### src/rtl/fetch_sequencer_pkg.sv
// -----------------------------------------------------------------------------
// fetch_sequencer_pkg
// Shared control definitions for the fetch/sequencing block:
//   - instruction field widths and bit positions
//   - control opcode encodings (JMP and STOP are the only ones the sequencer
//     interprets; the others are listed so the whole team uses one table)
//   - FSM state encodings of fetch_sequencer
//   - the classification record produced by fetch_decode
// Optional feature macro: SEQ_STEP_EN (adds the PAUSE state encoding).
// -----------------------------------------------------------------------------
package fetch_sequencer_pkg;

    localparam int ADDR_W  = 8;
    localparam int INSTR_W = 16;
    localparam int OPC_W   = 5;

    // Instruction word layout: [15:11] opcode, [10:8] register, [7:0] addr/imm
    localparam int OPC_MSB = 15;
    localparam int OPC_LSB = 11;
    localparam int IMM_MSB = 7;
    localparam int IMM_LSB = 0;

    // Control opcodes. Anything that is not JMP or STOP is forwarded to execute.
    typedef enum logic [OPC_W-1:0] {
        OP_NOP  = 5'h00,
        OP_LDS  = 5'h01,
        OP_STS  = 5'h02,
        OP_ADD  = 5'h03,
        OP_SUB  = 5'h04,
        OP_JMP  = 5'h10,
        OP_STOP = 5'h1F
    } opcode_e;

    // FSM state encodings (kept as plain constants for legacy compatibility)
    localparam logic [2:0] ST_IDLE  = 3'd0;
    localparam logic [2:0] ST_FETCH = 3'd1;
    localparam logic [2:0] ST_ISSUE = 3'd2;
    localparam logic [2:0] ST_HALT  = 3'd3;
`ifdef SEQ_STEP_EN
    localparam logic [2:0] ST_PAUSE = 3'd4;
`endif

    // One-hot classification of a fetched word
    typedef struct packed {
        logic jump;
        logic stop;
        logic issue;
    } fetch_class_t;

endpackage

### src/rtl/fetch_decode.sv
// -----------------------------------------------------------------------------
// fetch_decode
// Combinational classifier of the word read from program memory. Exactly one
// of cls.jump / cls.stop / cls.issue is set for every opcode value; all-zero
// and unknown opcodes are classified as issue (forwarded unchanged).
// Ports:
//   opcode  in  5  opcode field of the fetched word
//   operand in  8  address/immediate field of the fetched word
//   cls     out 3  {jump, stop, issue} classification
//   target  out 8  jump target (meaningful only when cls.jump)
// -----------------------------------------------------------------------------
module fetch_decode
    import fetch_sequencer_pkg::*;
(
    input  logic [OPC_W-1:0]  opcode,
    input  logic [ADDR_W-1:0] operand,
    output fetch_class_t      cls,
    output logic [ADDR_W-1:0] target
);

    // Classify the opcode; default arm forwards every non-control opcode
    always_comb begin
        cls = 3'b000;
        case (opcode)
            OP_JMP:  cls.jump  = 1'b1;
            OP_STOP: cls.stop  = 1'b1;
            default: cls.issue = 1'b1;
        endcase
    end

    assign target = operand;

endmodule

### src/rtl/fetch_sequencer.sv
// -----------------------------------------------------------------------------
// fetch_sequencer
// Instruction fetch and sequencing controller. Owns the program counter,
// addresses a combinational program memory, registers each fetched word and
// presents it to execute over a valid/ready handshake. JMP and STOP are
// resolved here and never reach execute.
//
// Ports:
//   clk            in   1   system clock, rising edge
//   rst_n          in   1   asynchronous active-low reset
//   start          in   1   pulse; (re)starts at address 0 from IDLE/HALT
//   mem_addr       out  8   program memory address (= pc)
//   mem_data       in   16  instruction word at mem_addr, same cycle
//   instr          out  16  registered instruction for execute
//   instr_pc       out  8   address instr was fetched from
//   instr_valid    out  1   instr/instr_pc valid
//   instr_ready    in   1   execute accepts the presented instruction
//   redirect       in   1   with a handshake: next fetch from redirect_addr
//   redirect_addr  in   8   branch target
//   halted         out  1   high in HALT
//   busy           out  1   high in FETCH or ISSUE
//   step           in   1   single-step pulse (only with SEQ_STEP_EN)
//
// Optional feature macro: SEQ_STEP_EN. When defined, every accepted issue
// parks the FSM in PAUSE until a step pulse; when undefined there is no step
// port and ISSUE returns straight to FETCH.
//
// Status outputs (instr_valid, halted, busy) are registered from the next
// state so that they are glitch-free and line up with the state register.
// -----------------------------------------------------------------------------
module fetch_sequencer
    import fetch_sequencer_pkg::*;
(
    input  logic                clk,
    input  logic                rst_n,
    input  logic                start,
    output logic [ADDR_W-1:0]   mem_addr,
    input  logic [INSTR_W-1:0]  mem_data,
    output logic [INSTR_W-1:0]  instr,
    output logic [ADDR_W-1:0]   instr_pc,
    output logic                instr_valid,
    input  logic                instr_ready,
    input  logic                redirect,
    input  logic [ADDR_W-1:0]   redirect_addr,
    output logic                halted,
    output logic                busy
`ifdef SEQ_STEP_EN
    ,
    input  logic                step
`endif
);

    logic [2:0]          state_r;
    logic [2:0]          state_nxt_s;
    logic [ADDR_W-1:0]   pc_r;
    logic [ADDR_W-1:0]   pc_nxt_s;
    logic [INSTR_W-1:0]  instr_r;
    logic [ADDR_W-1:0]   instr_pc_r;
    logic                valid_r;
    logic                halted_r;
    logic                busy_r;
    logic                load_s;
    fetch_class_t        cls_s;
    logic [ADDR_W-1:0]   target_s;

    fetch_decode u_decode (
        .opcode  (mem_data[OPC_MSB:OPC_LSB]),
        .operand (mem_data[IMM_MSB:IMM_LSB]),
        .cls     (cls_s),
        .target  (target_s)
    );

    // Next-state, next-pc and instruction-load decision
    always_comb begin
        state_nxt_s = state_r;
        pc_nxt_s    = pc_r;
        load_s      = 1'b0;
        case (state_r)
            ST_IDLE, ST_HALT: begin
                if (start) begin
                    pc_nxt_s    = 8'h00;
                    state_nxt_s = ST_FETCH;
                end else begin
                    state_nxt_s = state_r;
                end
            end
            ST_FETCH: begin
                if (cls_s.jump) begin
                    // A JMP to its own address spins here until reset.
                    pc_nxt_s    = target_s;
                    state_nxt_s = ST_FETCH;
                end else if (cls_s.stop) begin
                    // pc keeps pointing at the STOP word
                    state_nxt_s = ST_HALT;
                end else if (cls_s.issue) begin
                    load_s      = 1'b1;
                    state_nxt_s = ST_ISSUE;
                end else begin
                    state_nxt_s = ST_FETCH;
                end
            end
            ST_ISSUE: begin
                if (instr_ready) begin
                    if (redirect) begin
                        pc_nxt_s = redirect_addr;
                    end else begin
                        // 8-bit add wraps 8'hFF to 8'h00
                        pc_nxt_s = pc_r + 8'd1;
                    end
`ifdef SEQ_STEP_EN
                    state_nxt_s = ST_PAUSE;
`else
                    state_nxt_s = ST_FETCH;
`endif
                end else begin
                    state_nxt_s = ST_ISSUE;
                end
            end
`ifdef SEQ_STEP_EN
            ST_PAUSE: begin
                if (step) begin
                    state_nxt_s = ST_FETCH;
                end else begin
                    state_nxt_s = ST_PAUSE;
                end
            end
`endif
            default: begin
                state_nxt_s = ST_IDLE;
            end
        endcase
    end

    // FSM state and program counter
    always_ff @(posedge clk or negedge rst_n) begin
        if (!rst_n) begin
            state_r <= ST_IDLE;
            pc_r    <= 8'h00;
        end else begin
            state_r <= state_nxt_s;
            pc_r    <= pc_nxt_s;
        end
    end

    // Instruction register: loaded only on a FETCH that issues, so it stays
    // stable for the whole ISSUE stall
    always_ff @(posedge clk or negedge rst_n) begin
        if (!rst_n) begin
            instr_r    <= 16'h0000;
            instr_pc_r <= 8'h00;
        end else if (load_s) begin
            instr_r    <= mem_data;
            instr_pc_r <= pc_r;
        end else begin
            instr_r    <= instr_r;
            instr_pc_r <= instr_pc_r;
        end
    end

    // Registered status flags derived from the next state
    always_ff @(posedge clk or negedge rst_n) begin
        if (!rst_n) begin
            valid_r  <= 1'b0;
            halted_r <= 1'b0;
            busy_r   <= 1'b0;
        end else begin
            valid_r  <= (state_nxt_s == ST_ISSUE);
            halted_r <= (state_nxt_s == ST_HALT);
            busy_r   <= (state_nxt_s == ST_FETCH) || (state_nxt_s == ST_ISSUE);
        end
    end

    assign mem_addr    = pc_r;
    assign instr       = instr_r;
    assign instr_pc    = instr_pc_r;
    assign instr_valid = valid_r;
    assign halted      = halted_r;
    assign busy        = busy_r;

endmodule
### config.mk
export PLATFORM = sky130hd
export DESIGN_NAME = fetch_sequencer
export DESIGN_NICKNAME = d
export VERILOG_FILES = /design/src/rtl/fetch_sequencer_pkg.sv /design/src/rtl/fetch_decode.sv /design/src/rtl/fetch_sequencer.sv
export SDC_FILE = /design/constraint.sdc
export NUM_CORES = 1
export LEC_CHECK = 0
export CAP_MARGIN = 10
export CORE_MARGIN = 2
export CORE_UTILIZATION = 44
export CTS_BUF_LIST = sky130_fd_sc_hd__clkbuf_4 sky130_fd_sc_hd__clkbuf_8
export DETAILED_ROUTE_END_ITERATION = 10
export GPL_TIMING_DRIVEN = 1
export PLACE_DENSITY = 0.79
export REMOVE_ABC_BUFFERS = 1
export SETUP_SLACK_MARGIN = 0.1
export SLEW_MARGIN = 40
export SYNTH_ARGS = -nofsm -noshare
export SYNTH_HDL_FRONTEND = slang
export SYNTH_HIERARCHICAL = 1
export SYNTH_SLANG_ARGS = --single-unit
### constraint.sdc
create_clock -name clk -period 2 [get_ports clk]
set_input_delay 0.2 -clock clk [delete_from_list [all_inputs] [get_ports clk]]
set_output_delay 0.2 -clock clk [all_outputs]
set_load 0.03 [all_outputs]
Word level (Yosys, flattened, before mapping)
Index checks and enable logic that the tools add are counted.
{"block": "op_classes", "n_addsub": 1, "mul": 0, "div_mod_pow": 0, "order_cmp": 0, "n_eq_ne": 11, "shifts": 0, "n_mux": 17, "n_bitwise": 0, "n_reduce_logical": 6}
{"operator": "2-to-1 mux 8 bit", "count": 4}
{"operator": "one-hot mux 8 bit (3 select lines)", "count": 1}
{"operator": "equality test 3 x 2 -> 1 bit, second input constant", "count": 4}
{"operator": "equality test 5 bit, second input constant", "count": 2}
{"operator": "one-hot mux 3 bit (3 select lines)", "count": 1}
{"operator": "adder 8 x 1 -> 8 bit, second input constant", "count": 1}
{"operator": "2-to-1 mux 2 bit", "count": 4}
{"operator": "equality test 3 x 1 -> 1 bit, second input constant", "count": 2}
{"operator": "2-to-1 mux 1 bit", "count": 6}
{"operator": "!= test 2 bit, second input constant", "count": 3}
{"operator": "AND reduction 4 bit", "count": 1}
{"operator": "OR reduction 2 bit", "count": 2}
{"operator": "zero test 3 bit", "count": 1}
{"operator": "2-to-1 mux 3 bit", "count": 1}
{"operator": "nonzero test 3 bit", "count": 1}
{"operator": "logical OR 1 bit", "count": 1}
{"block": "totals", "register_bits": 38, "latchBits": 0, "ram_bits": 0, "mem_bits_ro": 0, "inputBits": 29, "output_inout_bits": 35, "wordCells": 42, "memories": 0}

Longest topological paths before layout
{"block": "logic_depth", "ltp_word": 8, "ltp_mapped": 7, "mapped_depth_nobuf": 6}

Hierarchy
The synthesis kept the hierarchy.
{"mod": "fetch_sequencer", "instances": 1, "cells_per_inst": 156, "area_each_um2": 1891.8, "seq_area_each_um2": 950.9}
{"mod": "fetch_decode", "instances": 1, "cells_per_inst": 13, "area_each_um2": 100.1, "seq_area_each_um2": 0.0}

Least setup slack after synthesis
No wires, ideal clock.
{"block": "synth_path", "path_type": "reg-to-reg", "startpoint": "register state_r[1]", "endpoint": "register instr_r[10], in the netlist instr[10]", "setup_time_ps": 125, "arrival_time_ps": 1511, "t_required_ps": 1875, "setup_slack_ps": 364, "stages_incl_launch_ff": 6, "path_buffers": 2, "period_less_slack_ps": 1636, "path_cell_list": "dfrtp_1 buf_6 nor3b_4 nand3_4 buf_6 mux2_4"}
{"block": "synth_between", "elab_chain_cells": 2}
{"element": "start: declaration", "line_no": "fetch_sequencer.sv:53", "rtl": "logic [2:0] state_r;"}
{"element": "start signal: assignment", "line_no": "fetch_sequencer.sv:140", "rtl": "state_r <= state_nxt_s;"}
{"element": "equality test 3 x 1 -> 1 bit", "line_no": "fetch_sequencer.sv:78", "rtl": "case (state_r)"}
{"element": "2-to-1 mux 1 bit", "line_no": "fetch_sequencer.sv:78"}
{"element": "end signal: assignment", "line_no": "fetch_sequencer.sv:152", "rtl": "instr_r <= mem_data;"}
{"element": "end signal: assignment", "line_no": "fetch_sequencer.sv:155", "rtl": "instr_r <= instr_r;"}
{"element": "end: declaration", "line_no": "fetch_sequencer.sv:57", "rtl": "logic [INSTR_W-1:0] instr_r;"}
Every way passes these cells.
A chain may end at the register's enable or synchronous reset.

==> results by group <==
Timing
  • Final Setup Violations: 0
  • Final hold viol count: 0
  • Worst clock skew: between 0.004 and 0.005 ns
  • Setup ws final: ~0.18 ns
  • Final worst-path cycle share: 0.910
  • Final slew viol count: 0
  • Fmax: 0.550 GHz
  • Crit path time final: roughly 1.8 ns
  • Unrepaired setup endpoints after global routing: false

Layout
  • Fin nets: between 200 and 300
  • Util after Layout: 0.651
  • Fraction of layout cells with a size suffix above 1: 0.218
  • ANT cells: 0
  • Post-route design area: 0.00283 mm²
  • Final Instance Count excl. Fillers: 290
  • Area Overhead vs Synth: 42.2%

Synthesis
  • Synth warn: 6
  • Post-Synthesis Cells: 169
  • Simple-gate share of the synthesized area: 0.124
  • Mapped Area: 0.00199 mm²
  • Post-synthesis sequential area ratio: 0.477
  • Post-synthesis xor/xnor area fraction: 0.0132
  • Synth Area in Compound Gates: 0.117
  • Most area-consuming cells after synthesis: dfrtp_1 (48%), mux2_4 (12%), mux2_2 (5.1%), buf_4 (3.4%), o21ai_0 (3.3%)
  • Most common flop cell mapped by yosys: dfrtp_1
  • Cell taking the most area after synthesis: dfrtp_1
  • FFs w/ async S/R, synth: 1.00
  • Largest family of logic cells by synthesized area: multiplexers
  • Post-Synth Adder-Cell Area: 0.00628
  • Number of unique standard cell types used by synthesis: 38
  • Flops & latches, synth: 38
  • Avg Cell Area, Syn: ~12 µm²
  • Mux share of post-synthesis cell area: 0.192
  • Yosys top cell area share: 0.477
  • Count leader, synth: dfrtp_1
  • Most frequent cells after synthesis: dfrtp_1 (38), mux2_4 (16), o21ai_0 (13)
  • Number of flops mapped to enable cells by yosys: 0

Worst setup path
  • Critical Path RT: approximately 2.2 ns
  • Worst EP arrival: 2.04 ns
  • Crit Path Class: in -> reg
  • R2r setup slk: around 0.26 ns
  • CP max FO: 3
  • Startpoint types: input pin
  • Setup crit end kind: flop

Place
  • GPL Wtd Cong: 0.800
  • Cells after DPL: 281
  • Pre-CTS setup slack: -0.177 ns
  • HPWL Detailed: between 3000 and 4000 µm
  • Placed standard-cell area: 0.00271 mm²
  • Port buffer count: 63

Routing
  • Via count: between 1500 and 2000
  • Antenna Nets Post-Route: 0
  • DR top layer: met4
  • Routed WL: ~4300 µm
  • Met1 Wirelength: 1900 µm
  • Remaining DRCs: 0
  • Vias per inst: 5.19
  • DRT iter0 DRCs: approximately 80
  • Met3 WL: around 210 µm
  • DR WL met2: approximately 2200 µm
  • Drt pass-1 iters: 6
  • Per-cell routed wire length: 15.0 µm

CTS
  • Clk_lat worst skew: about 0.29 ns
  • Post-CTS setup repair buffer count: 0
  • CTS Sinks: 38
  • Clk root buf: clkbuf_8
  • H-tree depth: 2
  • Largest buffer count on any clock path: 2
  • CTS tree: done
  • Num CTS Buffers: 5
  • Register clock-pin slew on the reported worst setup and hold paths: 0.08 ns

Global routing
  • Global-route wire length before repair: approximately 7000 µm
  • Total GRT Usage: 0.178
  • Initial antenna violation count: 0
  • Gr ovfl total: 0
  • Vias in the first global route: approximately 1500
  • Largest net degree at the start of global routing: 39

Die
  • IO Count: 64
  • Die Ht: 71.3 µm
  • Starting Density: 0.457
  • Die area: between 0.005 and 0.006 mm²
  • Core Region: ~0.0044 mm²
  • Row cnt: 24
  • Die width: 71.3 µm

Hold path
  • Hold/Removal Path Class: in -> async

Power and ir drop
  • Lkg Pwr: approximately 1.3 nW
  • Power Dens Cells: 1090 mW/mm²
  • Worst VDD drop: ~550 µV

Status
  • Status: finished clean

Job
  • Max-Cap Viols: 0
[layer usage]
| metal | track usage | vias to the layer above |
|---|---|---|
| met1 | 0.222 | 731 |
| li1 | - | 728 |
| met2 | 0.302 | 38 |
| met5 | 0 | - |
| met3 | 0.0338 | 7 |
| met4 | 0.0755 | 0 |
[cells by family (layout without fill, tap and decap cells)]
family                     Yosys count  in the layout
muxes                               29             29
AOI/OAI and AO/OA                   36             36
and+or+nand+nor                     40             40
xor gates and xnor gates             3              3
other                                1              1
adders and majority gates            1              1
buffers and inverters               21             90
DFF                                 38             38
[report_power, final]
part / total (W) / switching (W) / internal, W
sequential: 0.00111 / 0.000145 / 0.000969
clock: 0.000637 / 0.000270 / 0.000367
combinational: 0.00133 / 0.000662 / 0.000666
total: 0.00308 / 0.00108 / 0.00200
[path summary, 6_finish.rpt]
kind,from,end,cells past startpoint
setup / recovery,mem_data[12],mem_addr[5],7
hold / removal,rst_n,instr[8],2
setup reg to reg,state_r[1],mem_addr[4],6
hold reg to reg,instr_pc[3],instr_pc[3],2
max in group asynchronous,rst_n,state_r[0],2
min in group clk,instr_pc[3],instr_pc[3],2
[layout by cell type (no fill, tap or decap), drive strengths merged, types with 2 or more instances in the layout]
master         count
clkinv             2
a21o               2
o21a               3
clkbuf             5
and2               5
nor2               6
dfrtp             38
a21oi              5
nand3              4
buf               13
inv                6
xnor2              3
nand2b             3
a22oi              6
nor3b              3
nor3               4
o31ai              3
mux2i              4
nand2              9
o21ai             14
clkdlybuf4s50     62
mux2              25
[cell type report]
cell class              count  area (µm²)
fillers                   361        1520
flip-flops and latches     38         951
multi-input cells         110         907
repair buffers             76         778
clock buffers               5        68.8
well taps                  52        65.1
clock inverters             3        40.0
inverters                   6        22.5
[through the flow]
| step | setup TNS [ns] | hold WS, ns | power, W |
|---|---|---|---|
| after floorplan | 0 | -0.0956 | 0.00186 |
| after global placement | -0.470 | 0.354 | 0.00243 |
| after detailed placement | -1.74 | 0.195 | 0.00246 |
| after CTS | 0 | 0.425 | 0.00311 |
| after global routing | 0 | 0.479 | 0.00322 |
| final | 0 | 0.409 | 0.00308 |
[repair_timing]
item | in CTS | in global routing
hold endpoints to repair | 38 | 0
resized for setup | 0 | 2
endpoints found under the setup margin | 0 | 2
hold buffers | 1 | 0
[worst max-delay path, cell delays in order]
cell and delay [ns]:
clkdlybuf4s50_1 0.45, nor4_2 0.30, and2_1 0.19, mux2_2 0.16, a22oi_2 0.09, or4b_4 0.51, o21ai_1 0.15
[sequential cells by signal, summed over array words and instances, names as in the netlist]
register	flops
instr	16
instr_pc	8
mem_addr	8
state_r	3
busy	1
halted	1
instr_valid	1
(Power assumes the default switching activity.)
